**config.mk**
```make
export PLATFORM = sky130hd
export DESIGN_NAME = mem_arbiter
export DESIGN_NICKNAME = d
export VERILOG_FILES = /design/src/rtl/utils_pkg.sv /design/src/rtl/mem_arbiter.sv
export SDC_FILE = /design/constraint.sdc
export NUM_CORES = 1
export LEC_CHECK = 0
export CAP_MARGIN = 10
export CORE_AREA = 2 2 179 181
export CTS_CLUSTER_DIAMETER = 30
export DETAILED_ROUTE_END_ITERATION = 7
export DIE_AREA = 0 0 181 183
export HOLD_SLACK_MARGIN = 0.15
export SLEW_MARGIN = 40
export SYNTH_ARGS = -nofsm -noshare
export SYNTH_HDL_FRONTEND = slang
export SYNTH_SLANG_ARGS = --single-unit
```
**constraint.sdc**
```tcl
create_clock -name clk -period 6.57 [get_ports clk]
set_clock_uncertainty 0.15 [all_clocks]
set_input_delay 1.6425 -clock clk [delete_from_list [all_inputs] [get_ports clk]]
set_output_delay 1.6425 -clock clk [all_outputs]
set_load 0.03 [all_outputs]
```
**src/rtl/utils_pkg.sv**
```systemverilog
// utils_pkg: shared widths, response tag encoding and address constants
package utils_pkg;
  localparam int DATA_WIDTH = 64;
  localparam int INST_WIDTH = 32;
  localparam int DWORD_OFS  = 3;
  typedef enum logic [2:0] {
    TAG_NONE,
    TAG_IF_RD,
    TAG_IF_ERR,
    TAG_LS_RD,
    TAG_LS_WR
  } arb_tag_t;
endpackage

```
**src/rtl/mem_arbiter.sv**
```systemverilog
// mem_arbiter: shares one RAM port between instruction fetch and load/store, routing read returns by tag
module mem_arbiter
  import utils_pkg::*;
#(
  parameter int ADDR_W       = 13,
  parameter int STARVE_LIMIT = 4
) (
  input  logic                  clk,
  input  logic                  rst_n,
  input  logic                  if_req_i,
  input  logic [DATA_WIDTH-1:0] if_addr_i,
  output logic                  if_ready_o,
  output logic                  if_rvalid_o,
  output logic [INST_WIDTH-1:0] if_rdata_o,
  output logic                  if_err_o,
  input  logic                  flush_i,
  input  logic                  ls_req_i,
  input  logic                  ls_we_i,
  input  logic [DATA_WIDTH-1:0] ls_addr_i,
  input  logic [7:0]            ls_be_i,
  input  logic [DATA_WIDTH-1:0] ls_wdata_i,
  output logic                  ls_ready_o,
  output logic                  ls_rvalid_o,
  output logic [DATA_WIDTH-1:0] ls_rdata_o,
  output logic [ADDR_W-1:0]     mem_addr_o,
  output logic [7:0]            mem_be_o,
  output logic [DATA_WIDTH-1:0] mem_wdata_o,
  output logic                  mem_re_o,
  output logic                  mem_we_o,
  input  logic [DATA_WIDTH-1:0] mem_rdata_i
);
  localparam int CNT_W = $clog2(STARVE_LIMIT + 1);
  localparam logic [CNT_W-1:0] LIMIT = CNT_W'(STARVE_LIMIT);
  arb_tag_t         tag_q, tag_d;
  logic             sel_hi_q, sel_hi_d;
  logic [CNT_W-1:0] starve_cnt_q, starve_cnt_d;
  logic             if_ok, if_win, ls_win, if_aligned, if_rd;
  logic             unused_addr;
  assign unused_addr = ^{if_addr_i[DATA_WIDTH-1:ADDR_W+DWORD_OFS],
                         ls_addr_i[DATA_WIDTH-1:ADDR_W+DWORD_OFS],
                         ls_addr_i[DWORD_OFS-1:0]};
  // Grant selection, RAM drive and next-state for tag, word select and starvation counter
  always_comb begin
    if_aligned   = if_addr_i[1:0] == 2'b00;
    if_ok        = rst_n && if_req_i && !flush_i;
    if_win       = if_ok && (!ls_req_i || starve_cnt_q == LIMIT);
    ls_win       = rst_n && ls_req_i && !if_win;
    if_rd        = if_win && if_aligned;
    if_ready_o   = if_win;
    ls_ready_o   = ls_win;
    mem_re_o     = if_rd || (ls_win && !ls_we_i);
    mem_we_o     = ls_win && ls_we_i;
    mem_addr_o   = ls_win ? ls_addr_i[ADDR_W+DWORD_OFS-1:DWORD_OFS]
                 : if_rd  ? if_addr_i[ADDR_W+DWORD_OFS-1:DWORD_OFS] : '0;
    mem_be_o     = ls_win ? ls_be_i : if_rd ? 8'hff : 8'h00;
    mem_wdata_o  = ls_win ? ls_wdata_i : '0;
    tag_d        = if_win ? (if_aligned ? TAG_IF_RD : TAG_IF_ERR)
                 : ls_win ? (ls_we_i ? TAG_LS_WR : TAG_LS_RD) : TAG_NONE;
    sel_hi_d     = if_rd ? if_addr_i[2] : sel_hi_q;
    starve_cnt_d = (if_win || !if_req_i) ? '0
                 : (if_ok && ls_win && starve_cnt_q != LIMIT) ? starve_cnt_q + 1'b1
                 : starve_cnt_q;
  end
  // Response tag, IF word select and starvation counter registers
  always_ff @(posedge clk or negedge rst_n) begin
    if (!rst_n) begin
      tag_q        <= TAG_NONE;
      sel_hi_q     <= 1'b0;
      starve_cnt_q <= '0;
    end else begin
      tag_q        <= tag_d;
      sel_hi_q     <= sel_hi_d;
      starve_cnt_q <= starve_cnt_d;
    end
  end
  // Route the RAM return of last cycle's grant to its owner; flush drops IF responses only
  always_comb begin
    if_rvalid_o = (tag_q == TAG_IF_RD || tag_q == TAG_IF_ERR) && !flush_i;
    if_err_o    = tag_q == TAG_IF_ERR;
    if_rdata_o  = tag_q != TAG_IF_RD ? '0
                : sel_hi_q ? mem_rdata_i[DATA_WIDTH-1 -: INST_WIDTH] : mem_rdata_i[INST_WIDTH-1:0];
    ls_rvalid_o = tag_q == TAG_LS_RD || tag_q == TAG_LS_WR;
    ls_rdata_o  = tag_q == TAG_LS_RD ? mem_rdata_i : '0;
  end
endmodule

```
==> out/metrics.cfg <==
[clock_network]
clock_latency_ns = 0.23
cts_sinks = 7
tritoncts = built
post_cts_buffers = 0
cts.path.max_buffers = 2
clkTransAtPathRegs_ns = 0.04
cts_max_level = 1
hold_buffers = 0
cts_resized = 0
cts-root-buf = clkbuf_16
numCtsBuffers = 3

[finish]
syn_to_final_growth_pct = 205
final_layout_size_suffix_gt1_share_pct = 4.14
fillCellCount = 3482
final_nets = 901
final_util_pct = 19.7
diodes = 0

[power_and_ir_drop]
peakVddDrop_mv = 0.0579
switching_share_pct = 36.9
p_clk_share_pct = 21.0
intPower_mw = 0.315
pwr-share-seq_pct = 12.9
combPwrFrac_pct = 66.0
p_leak_nw = 2.32
p_sw_mw = 0.184
power.density_mw_per_mm2 = 81.3

[place]
dp_slack_ns = 0.803
port-buffer-count = 358
place_congestion = 0.712
dp_hpwl_um = 10800

[route]
drc = 0
ant_nets = 0
avgRoutedWirePerCell_um = 12.4
dr.pass1.iters = 4
viasPerCell = 3.16
dr.first_iter.drc_count = 55
wirelength_um = 12800
via_count = 3252

[timing]
rsz0062_at_grt = no
max_freq_mhz = 173
slew_headroom_pct = 56.6
finalHoldViolCount = 0
worst_slew_pin_slew_ns = 0.651
drv_slew = 0
fin_tns_setup_ns = 0
fin_crit_sh_pct = 88.0
setup_viol = 0
fin_crit_ns = 5.78
finalWorstSetupSlack_ns = 0.791

[logic_synthesis]
synth_cell_types = 28
synth_area_mm2 = 0.00201
avgSynthCellArea_um2 = 7.01
yosys_warnings = 0
ys_seq_area_share_pct = 8.71
ys_ff_latch = 7
synth_cells = 287
synth_nets = 559

[floorplanning]
die_h_um = 183
start_util_pct = 6.44
die_w_um = 181
io_pins = 458
core_area_mm2 = 0.0312
die_area_mm2 = 0.0331
rows = 65

[hold_path]
hold_class = register to register

[setup_path]
required_ns = 4.78
crit_type = primary input to output pin
endpoint_kind = output pin
worstPathArrival_ns = 3.99
start_kind = primary input
critical_path.max_fanout = 70

[global_route]
antenna_found_initial = 0
first_global_vias = 3324
overflow = 0
grt_max_degree = 71
grt_use_total_pct = 7.08
grt_pass1_wl_um = 18500

[run_status]
status = finished clean

[job]
cap_violations = 0

-- cells in the mapped netlist, drive strengths merged --
cell | instances | area share (%)
mux2 | 1 | 0.56
inv | 6 | 1.1
a22o | 13 | 5.7
nor4 | 1 | 1.1
nand4b | 1 | 0.44
buf | 9 | 3.2
and2 | 129 | 40
ha | 2 | 1.2
mux2i | 33 | 16
a21oi | 3 | 0.75
o32ai | 1 | 0.44
nand2 | 2 | 0.50
o21ai | 3 | 0.75
or3b | 1 | 0.44
and4b | 1 | 0.50
and3b | 1 | 0.44
dfrtp | 7 | 8.7
nor2 | 38 | 7.1
nand3b | 1 | 0.37
o311ai | 1 | 1.3
clkbuf | 17 | 3.2
o211ai | 1 | 0.37
a21o | 11 | 4.1
a21boi | 1 | 0.56
nand3 | 3 | 0.75
-- cells by family (layout without fill, tap and decap cells) --
group | count (synthesis) | after routing | share of synthesized area, %
AOI/OAI and AO/OA | 34 | 34 | 13.9
adders and majority gates | 2 | 2 | 1.24
buffers and inverters | 32 | 373 | 7.46
DFF | 7 | 7 | 8.71
muxes | 34 | 34 | 17.0
and+or+nand+nor | 178 | 178 | 51.7
-- worst paths after layout --
| path | slack (ns) | start | depth (start not counted) | to |
|---|---|---|---|---|
| max | 0.79 | if_req_i | 7 | mem_be_o[1] |
| max in group asynchronous | 4.44 | rst_n | 2 | sel_hi_q$_DFFE_PN0N_ |
| max reg2reg | 4.57 | starve_cnt_q[0]$_DFFE_PN0P_ | 6 | sel_hi_q$_DFFE_PN0N_ |
| min reg2reg | 0.41 | starve_cnt_q[2]$_DFFE_PN0P_ | 1 | starve_cnt_q[2]$_DFFE_PN0P_ |
| min | 0.41 | starve_cnt_q[2]$_DFFE_PN0P_ | 1 | starve_cnt_q[2]$_DFFE_PN0P_ |
| min in group asynchronous | 1.70 | rst_n | 2 | tag_q[0]$_DFF_PN0_ |
-- state kept, by name, summed over array words and instances, names as in the netlist --
register and count:
starve_cnt_q 3, sel_hi_q 1, tag_q 3
-- power groups by stage --
stage / clock [mW] / sequential, mW / combinational (mW)
floorplan: 0 / 0.0470 / 0.161
global placement: 0 / 0.0658 / 0.333
detailed placement: 0 / 0.0668 / 0.333
CTS: 0.107 / 0.0661 / 0.335
global route: 0.110 / 0.0671 / 0.351
finish: 0.105 / 0.0646 / 0.330
-- cell usage in the layout (no fill, tap or decap), types with 2 or more instances in the layout --
cell	instances
clkdlybuf4s50_1	351
and2_1	129
nor2_1	38
mux2i_1	33
a22o_1	13
a21o_1	11
buf_4	7
dfrtp_1	6
buf_12	5
inv_1	4
a21oi_1	3
nand3_1	3
o21ai_0	3
clkbuf_16	3
inv_2	2
ha_1	2
-- worst max-delay path: stages --
cell and delay (ns):
clkdlybuf4s50_1 0.57, inv_2 0.07, o311ai_4 0.37, inv_2 0.23
buf_12 0.24, a21o_1 0.24, clkdlybuf4s50_1 0.60
-- per-stage QoR --
| step | hold WS [ns] | total power [mW] | cell area (um2) | instances |
|---|---|---|---|---|
| detailed placement | 0.406 | 0.400 | 6060 | 1026 |
| global route | 0.435 | 0.528 | 6140 | 1030 |
| finish | 0.411 | 0.499 | 6140 | 1030 |
| CTS | 0.410 | 0.507 | 6140 | 1030 |
| global placement | 0.392 | 0.398 | 6060 | 1026 |
| floorplan | 0.364 | 0.208 | 2010 | 287 |
-- area by class of cell --
class	instances	area, um2	share of cell area, %
tap	402	503	8.19
inverter	6	22.5	0.367
sequential	7	179	2.91
timing repair buffer	363	3670	59.7
multi-input combinational	248	1690	27.6
clock inverter	1	5.00	0.0815
clock buffer	3	75.1	1.22
-- per-layer routing --
| metal | track usage, % | wire, um | up-vias |
|---|---|---|---|
| li1 | - | - | 1629 |
| met1 | 8.15 | 5040 | 1446 |
| met2 | 13.5 | 6810 | 170 |
| met3 | 1.41 | 855 | 7 |
| met4 | 1.37 | 97 | 0 |
| met5 | 0 | 0 | - |
Power figures use the tool's default switching activity.
